==> src/rtl/car_lane_controller.sv <==
// car_lane_controller: moves eight traffic-car x positions one step per speed-scaled tick.
// Optional wrap jitter from a 16-bit LFSR when CAR_LFSR_JITTER_EN is defined.
module car_lane_controller #(
  parameter int H_DISPLAY    = 640,
  parameter int BASE_PERIOD  = 400000,
  parameter int PERIOD_STEP  = 15000,
  parameter int MIN_PERIOD   = 50000,
  parameter int INIT_SPACING = 80
) (
  input  logic       CLK,
  input  logic       RST,
  input  logic       i_run,
  input  logic       i_restart,
  input  logic [4:0] speed_car,
  output logic [9:0] car_x1,
  output logic [9:0] car_x2,
  output logic [9:0] car_x3,
  output logic [9:0] car_x4,
  output logic [9:0] car_x5,
  output logic [9:0] car_x6,
  output logic [9:0] car_x7,
  output logic [9:0] car_x8,
  output logic       o_tick
);
  localparam logic [31:0] BP = 32'(BASE_PERIOD);
  localparam logic [31:0] PS = 32'(PERIOD_STEP);
  localparam logic [31:0] MP = 32'(MIN_PERIOD);
  localparam logic [10:0] HD = 11'(H_DISPLAY);
  logic [31:0] cnt_q, cnt_d, prod, period;
  logic        tick_q, tick_d, hit;
  logic [9:0]  x_q [8];
  logic [9:0]  x_d [8];
  logic [10:0] jit;
  function automatic logic [9:0] init_x(input int n);
    return 10'(n * INIT_SPACING);
  endfunction
  function automatic logic [9:0] move(input logic [9:0] x, input logic right,
                                     input logic [10:0] s, input logic [10:0] j);
    logic [10:0] xe;
    xe = {1'b0, x};
    if (right) return (xe + s >= HD) ? 10'(xe + s - HD + j) : 10'(xe + s);
    return (xe < s) ? 10'(xe + HD - s - j) : 10'(xe - s);
  endfunction
`ifdef CAR_LFSR_JITTER_EN
  logic [15:0] lfsr_q;
  always_ff @(posedge CLK or posedge RST) begin
    if (RST) lfsr_q <= 16'hACE1;
    else if (i_restart) lfsr_q <= 16'hACE1;
    else lfsr_q <= {lfsr_q[14:0], lfsr_q[15] ^ lfsr_q[13] ^ lfsr_q[12] ^ lfsr_q[10]};
  end
  assign jit = {5'd0, lfsr_q[5:0]};
`else
  assign jit = '0;
`endif
  // Clamp instead of subtracting so high levels cannot underflow the period.
  assign prod   = 32'(speed_car) * PS;
  assign period = (prod > BP - MP) ? MP : BP - prod;
  assign hit    = i_run && (cnt_q >= period - 32'd1);
  always_comb begin
    cnt_d  = cnt_q;
    tick_d = 1'b0;
    for (int n = 0; n < 8; n++) x_d[n] = x_q[n];
    if (i_restart) begin
      cnt_d = '0;
      for (int n = 0; n < 8; n++) x_d[n] = init_x(n);
    end else if (hit) begin
      cnt_d  = '0;
      tick_d = 1'b1;
      for (int n = 0; n < 8; n++) x_d[n] = move(x_q[n], n % 2 == 0, n < 4 ? 11'd1 : 11'd2, jit);
    end else if (i_run) begin
      cnt_d = cnt_q + 32'd1;
    end
  end
  always_ff @(posedge CLK or posedge RST) begin
    if (RST) begin
      cnt_q  <= '0;
      tick_q <= 1'b0;
      for (int n = 0; n < 8; n++) x_q[n] <= init_x(n);
    end else begin
      cnt_q  <= cnt_d;
      tick_q <= tick_d;
      for (int n = 0; n < 8; n++) x_q[n] <= x_d[n];
    end
  end
  assign car_x1 = x_q[0];
  assign car_x2 = x_q[1];
  assign car_x3 = x_q[2];
  assign car_x4 = x_q[3];
  assign car_x5 = x_q[4];
  assign car_x6 = x_q[5];
  assign car_x7 = x_q[6];
  assign car_x8 = x_q[7];
  assign o_tick = tick_q;
endmodule
==> config.mk <==
export PLATFORM = sky130hd
export DESIGN_NAME = car_lane_controller
export DESIGN_NICKNAME = d
export VERILOG_FILES = /design/src/rtl/car_lane_controller.sv
export SDC_FILE = /design/constraint.sdc
export NUM_CORES = 1
export LEC_CHECK = 0
export ABC_AREA = 1
export BUFFER_PORTS_ARGS = -buffer_cell sky130_fd_sc_hd__buf_2
export CORE_UTILIZATION = 56
export CTS_BUF_LIST = sky130_fd_sc_hd__clkbuf_4 sky130_fd_sc_hd__clkbuf_8
export CTS_CLUSTER_SIZE = 30
export DETAILED_ROUTE_END_ITERATION = 6
export PLACE_DENSITY_LB_ADDON = 0.2
export SETUP_SLACK_MARGIN = 0.2
export SYNTH_ARGS = -nofsm -noshare
export SYNTH_HDL_FRONTEND = slang
export SYNTH_SLANG_ARGS = --single-unit
==> constraint.sdc <==
create_clock -name CLK -period 2.85 [get_ports CLK]
set_input_delay 0.285 -clock CLK [delete_from_list [all_inputs] [get_ports CLK]]
set_output_delay 0.285 -clock CLK [all_outputs]
set_load 0.05 [all_outputs]
==> flow_metrics.tcl <==
set metrics [dict create \
    status "finished, violations left" \
    violations "negative setup slack" \
    grt_overflow 0 \
    nNetsFinal 1523 \
    synth_warnings 0 \
    design.core.area_um2 15300 \
    synth_cell_types 54 \
    grt_max_degree 110 \
    ant_nets 0 \
    die-area_um2 16300 \
    vdd_drop_max_mv 0.373 \
    cp_data_arrival_time_ns 5.74 \
    postPlaceCellArea_um2 10500 \
    die_h_um 128 \
    r2r_end "cnt_q[25]" \
    synth_top_family_by_area "simple AND/OR/NAND/NOR gates" \
    crit_path_end_kind "register" \
    synth_xor_area_frac 0.0641 \
    clockBufferDepth 2 \
    placed_cells 1593 \
    numPortBuffers 85 \
    critical_path.max_stage_delay_ns 0.49 \
    wirelength_mm 24.8 \
    finish.utilization 0.777 \
    rsz0062_at_grt "yes" \
    die_x_um 128 \
    nFillCells 1048 \
    layout_setup_ws_ns -2.58 \
    yosysSeqAreaShare 0.311 \
    max_freq_mhz 184 \
    areaGrowthSynthToFinish_pct 34.2 \
    synth_compound_area_frac 0.108 \
    slew_violations 0 \
    synthFlopType "dfrtp_1" \
    dpl_worst_slack_ns -3.17 \
    critPathKind "in -> reg" \
    drtIter0Drc 589 \
    wire_per_inst_um 15.1 \
    numCtsBuffers 9 \
    hold_class "in -> async" \
    async_reset_ff_frac 1.00 \
    slowest_stage "fa_2" \
    synth.cell_area_um2 8860 \
    dp_hpwl_mm 16.3 \
    finalCriticalPeriod_ns 5.43 \
    synth_mux_area_frac 0.00113 \
    yosys.area_share.simple 0.300 \
    first_global_vias 8232 \
    multi_input_area_um2 6190 \
    cts_root_buf "clkbuf_8" \
    io_pins 90 \
    drcViolationCount 0 \
    diodes 0 \
    cts_sinks 109 \
    htreeDepth 3 \
    start_util 0.579 \
    power_density_nw_per_um2 421 \
    setup_viol 109 \
    fin_area_um2 11900 \
    row_count 45 \
    vias 9153 \
    cap_violations 0 \
    rr_worst_depth 12 \
    finalHoldViolations 0 \
    grt_pass1_wl_mm 37.4 \
    synth-edff-count 0 \
    yosys.area_share.adder 0.130 \
    critPathLaunchType "primary input" \
    antenna_found_initial 0 \
    vias_per_cell 5.58 \
    path_common_cell "nand2_2" \
    clk_pin_slew_ns 0.11 \
    fin_crit_sh 1.91 \
    synth-seq-cells 109 \
    grt_usage 0.281 \
    crit_path_max_fanout 7 \
    finClkSkew_ns 0.0118 \
    fin_cells 1641 \
    insertion_delay_ns 0.39 \
    total_power_mw 5.01 \
    r2r-start "cnt_q[3]" \
    slew_headroom 0.497 \
    place.gp.congestion 0.886 \
    reg2reg_slack_ns 0.26 \
    cts_tree "done" \
    cts-hold-fix-buffers 0 \
    p_leak_nw 5.78 \
    critical_path_required_ns 3.16 \
    synthCells 1202 \
    ff_latch_area_um2 2750 \
    drive_gt1_frac 0.315 \
    tightest_slew_ns 0.753 \
    syn_area_per_cell_um2 7.38 \
    dr.pass1.iters 5 \
]
-- registers in the layout, summed over array words and instances, names as in the netlist --
name / flops
cnt_q: 32
car_x6: 9
car_x8: 9
car_x7: 9
o_tick: 1
car_x3: 10
car_x5: 9
car_x2: 10
car_x1: 10
car_x4: 10
-- placed cells by master, fill, tap and decap left out, drive strengths merged, types with 2 or more instances in the layout --
cell type / count
a21oi: 57
nand3: 97
or2: 4
o21ai: 69
nor3b: 6
a22o: 6
and3: 2
o211ai: 3
a31oi: 3
nor3: 32
a21o: 3
fa: 5
dfrtp: 89
clkinv: 2
o21a: 3
nand2: 254
nor2: 140
nand3b: 6
clkbuf: 18
nand4: 25
nor4: 10
dfstp: 20
and2: 2
xor2: 50
inv: 163
ha: 84
clkinvlp: 4
xnor2: 14
o22ai: 13
conb: 17
o41ai: 3
a22oi: 2
buf: 216
-- worst max path at each step --
stage                 start         to  depth (start not counted)
2_1_floorplan  speed_car[2]  car_x5[6]                         45
3_3_place_gp   speed_car[2]  car_x3[3]                         41
3_5_place_dp   speed_car[2]  car_x3[2]                         42
4_1_cts        speed_car[2]  car_x4[7]                         43
5_1_grt        speed_car[4]  cnt_q[18]                         44
6_report       speed_car[4]  cnt_q[18]                         44
-- worst max-delay path, delay by kind of cell --
family                   cells  cell delay (ns)
AND/OR/NAND/NOR             21             2.02
buffers and inverters        8             0.70
AO/OA/AOI/OAI                7             0.77
XOR/XNOR                     2             0.30
adder cells (fa/ha/maj)      6             1.64
-- Yosys cell counts (all sizes together) (2+ instances only) --
library cell | instances | area share
dfrtp | 89 | 0.25
and2 | 2 | 0.0014
nand3b | 6 | 0.0051
nor3b | 6 | 0.0051
or2 | 4 | 0.0028
nand4 | 25 | 0.018
conb | 2 | 0.00085
buf | 16 | 0.013
o41ai | 3 | 0.0051
a21o | 3 | 0.0025
a22oi | 2 | 0.0017
xnor2 | 14 | 0.014
nand3 | 97 | 0.058
o211ai | 3 | 0.0025
a31oi | 3 | 0.0021
o21ai | 69 | 0.039
nand2 | 254 | 0.11
inv | 164 | 0.069
clkbuf | 9 | 0.0038
nor4 | 10 | 0.0088
xor2 | 50 | 0.050
a22o | 6 | 0.0059
dfstp | 20 | 0.059
nor2 | 140 | 0.064
a21oi | 57 | 0.032
o22ai | 13 | 0.0092
and3 | 2 | 0.0014
nor3 | 32 | 0.021
ha | 84 | 0.12
o21a | 3 | 0.0025
fa | 5 | 0.011
-- kinds of logic (layout without fill, tap and decap cells) --
| kind of cell | Yosys count | count (layout) |
|---|---|---|
| AND/OR/NAND/NOR | 580 | 580 |
| buffers and inverters | 190 | 403 |
| flip-flops | 109 | 109 |
| other | 2 | 17 |
| multiplexers | 1 | 1 |
| adder cells (fa/ha/maj) | 89 | 89 |
| XOR/XNOR | 64 | 64 |
| AO/OA/AOI/OAI | 167 | 167 |
-- what timing repair did --
item,4_1_cts,5_1_grt
gates resized for setup,139,79
endpoints found under the setup margin,109,109
buffers inserted,7,14
gates cloned,4,7
hold endpoints to repair,0,0
pin swaps,38,37
-- layer usage --
layer  global-route usage  up-vias  part of all wire
met5                    0        -                 0
met4               0.0851        0             0.026
met3               0.0342       59             0.052
met2                0.491      323              0.51
met1                0.362     4371              0.42
li1                     -     4400                 -
-- through the flow --
| step | setup TNS, ns | hold slack, ns |
|---|---|---|
| after floorplan | -271.79 | 0.445 |
| after global placement | -315.04 | 0.494 |
| after detailed placement | -328.40 | 0.504 |
| after CTS | -250.57 | 0.0814 |
| after global routing | -302.01 | 0.0861 |
| final | -269.78 | 0.0516 |
-- cell type report --
| cell class | count | share of cell area |
|---|---|---|
| inverter | 165 | 0.0545 |
| tap | 211 | 0.0222 |
| clock inverter | 3 | 0.00189 |
| sequential | 109 | 0.231 |
| multi-input combinational | 918 | 0.520 |
| timing repair inverter | 1 | 0.000736 |
| timing repair buffer | 221 | 0.156 |
| clock buffer | 13 | 0.0135 |
-- power by group --
group / switching (mW) / leakage [nW] / internal [mW]
sequential: 0.00340 / 1.45 / 1.55
combinational: 1.38 / 4.24 / 1.15
clock: 0.552 / 0.0861 / 0.373
total: 1.94 / 5.78 / 3.07
No activity file was read; power rests on OpenSTA's default activity.
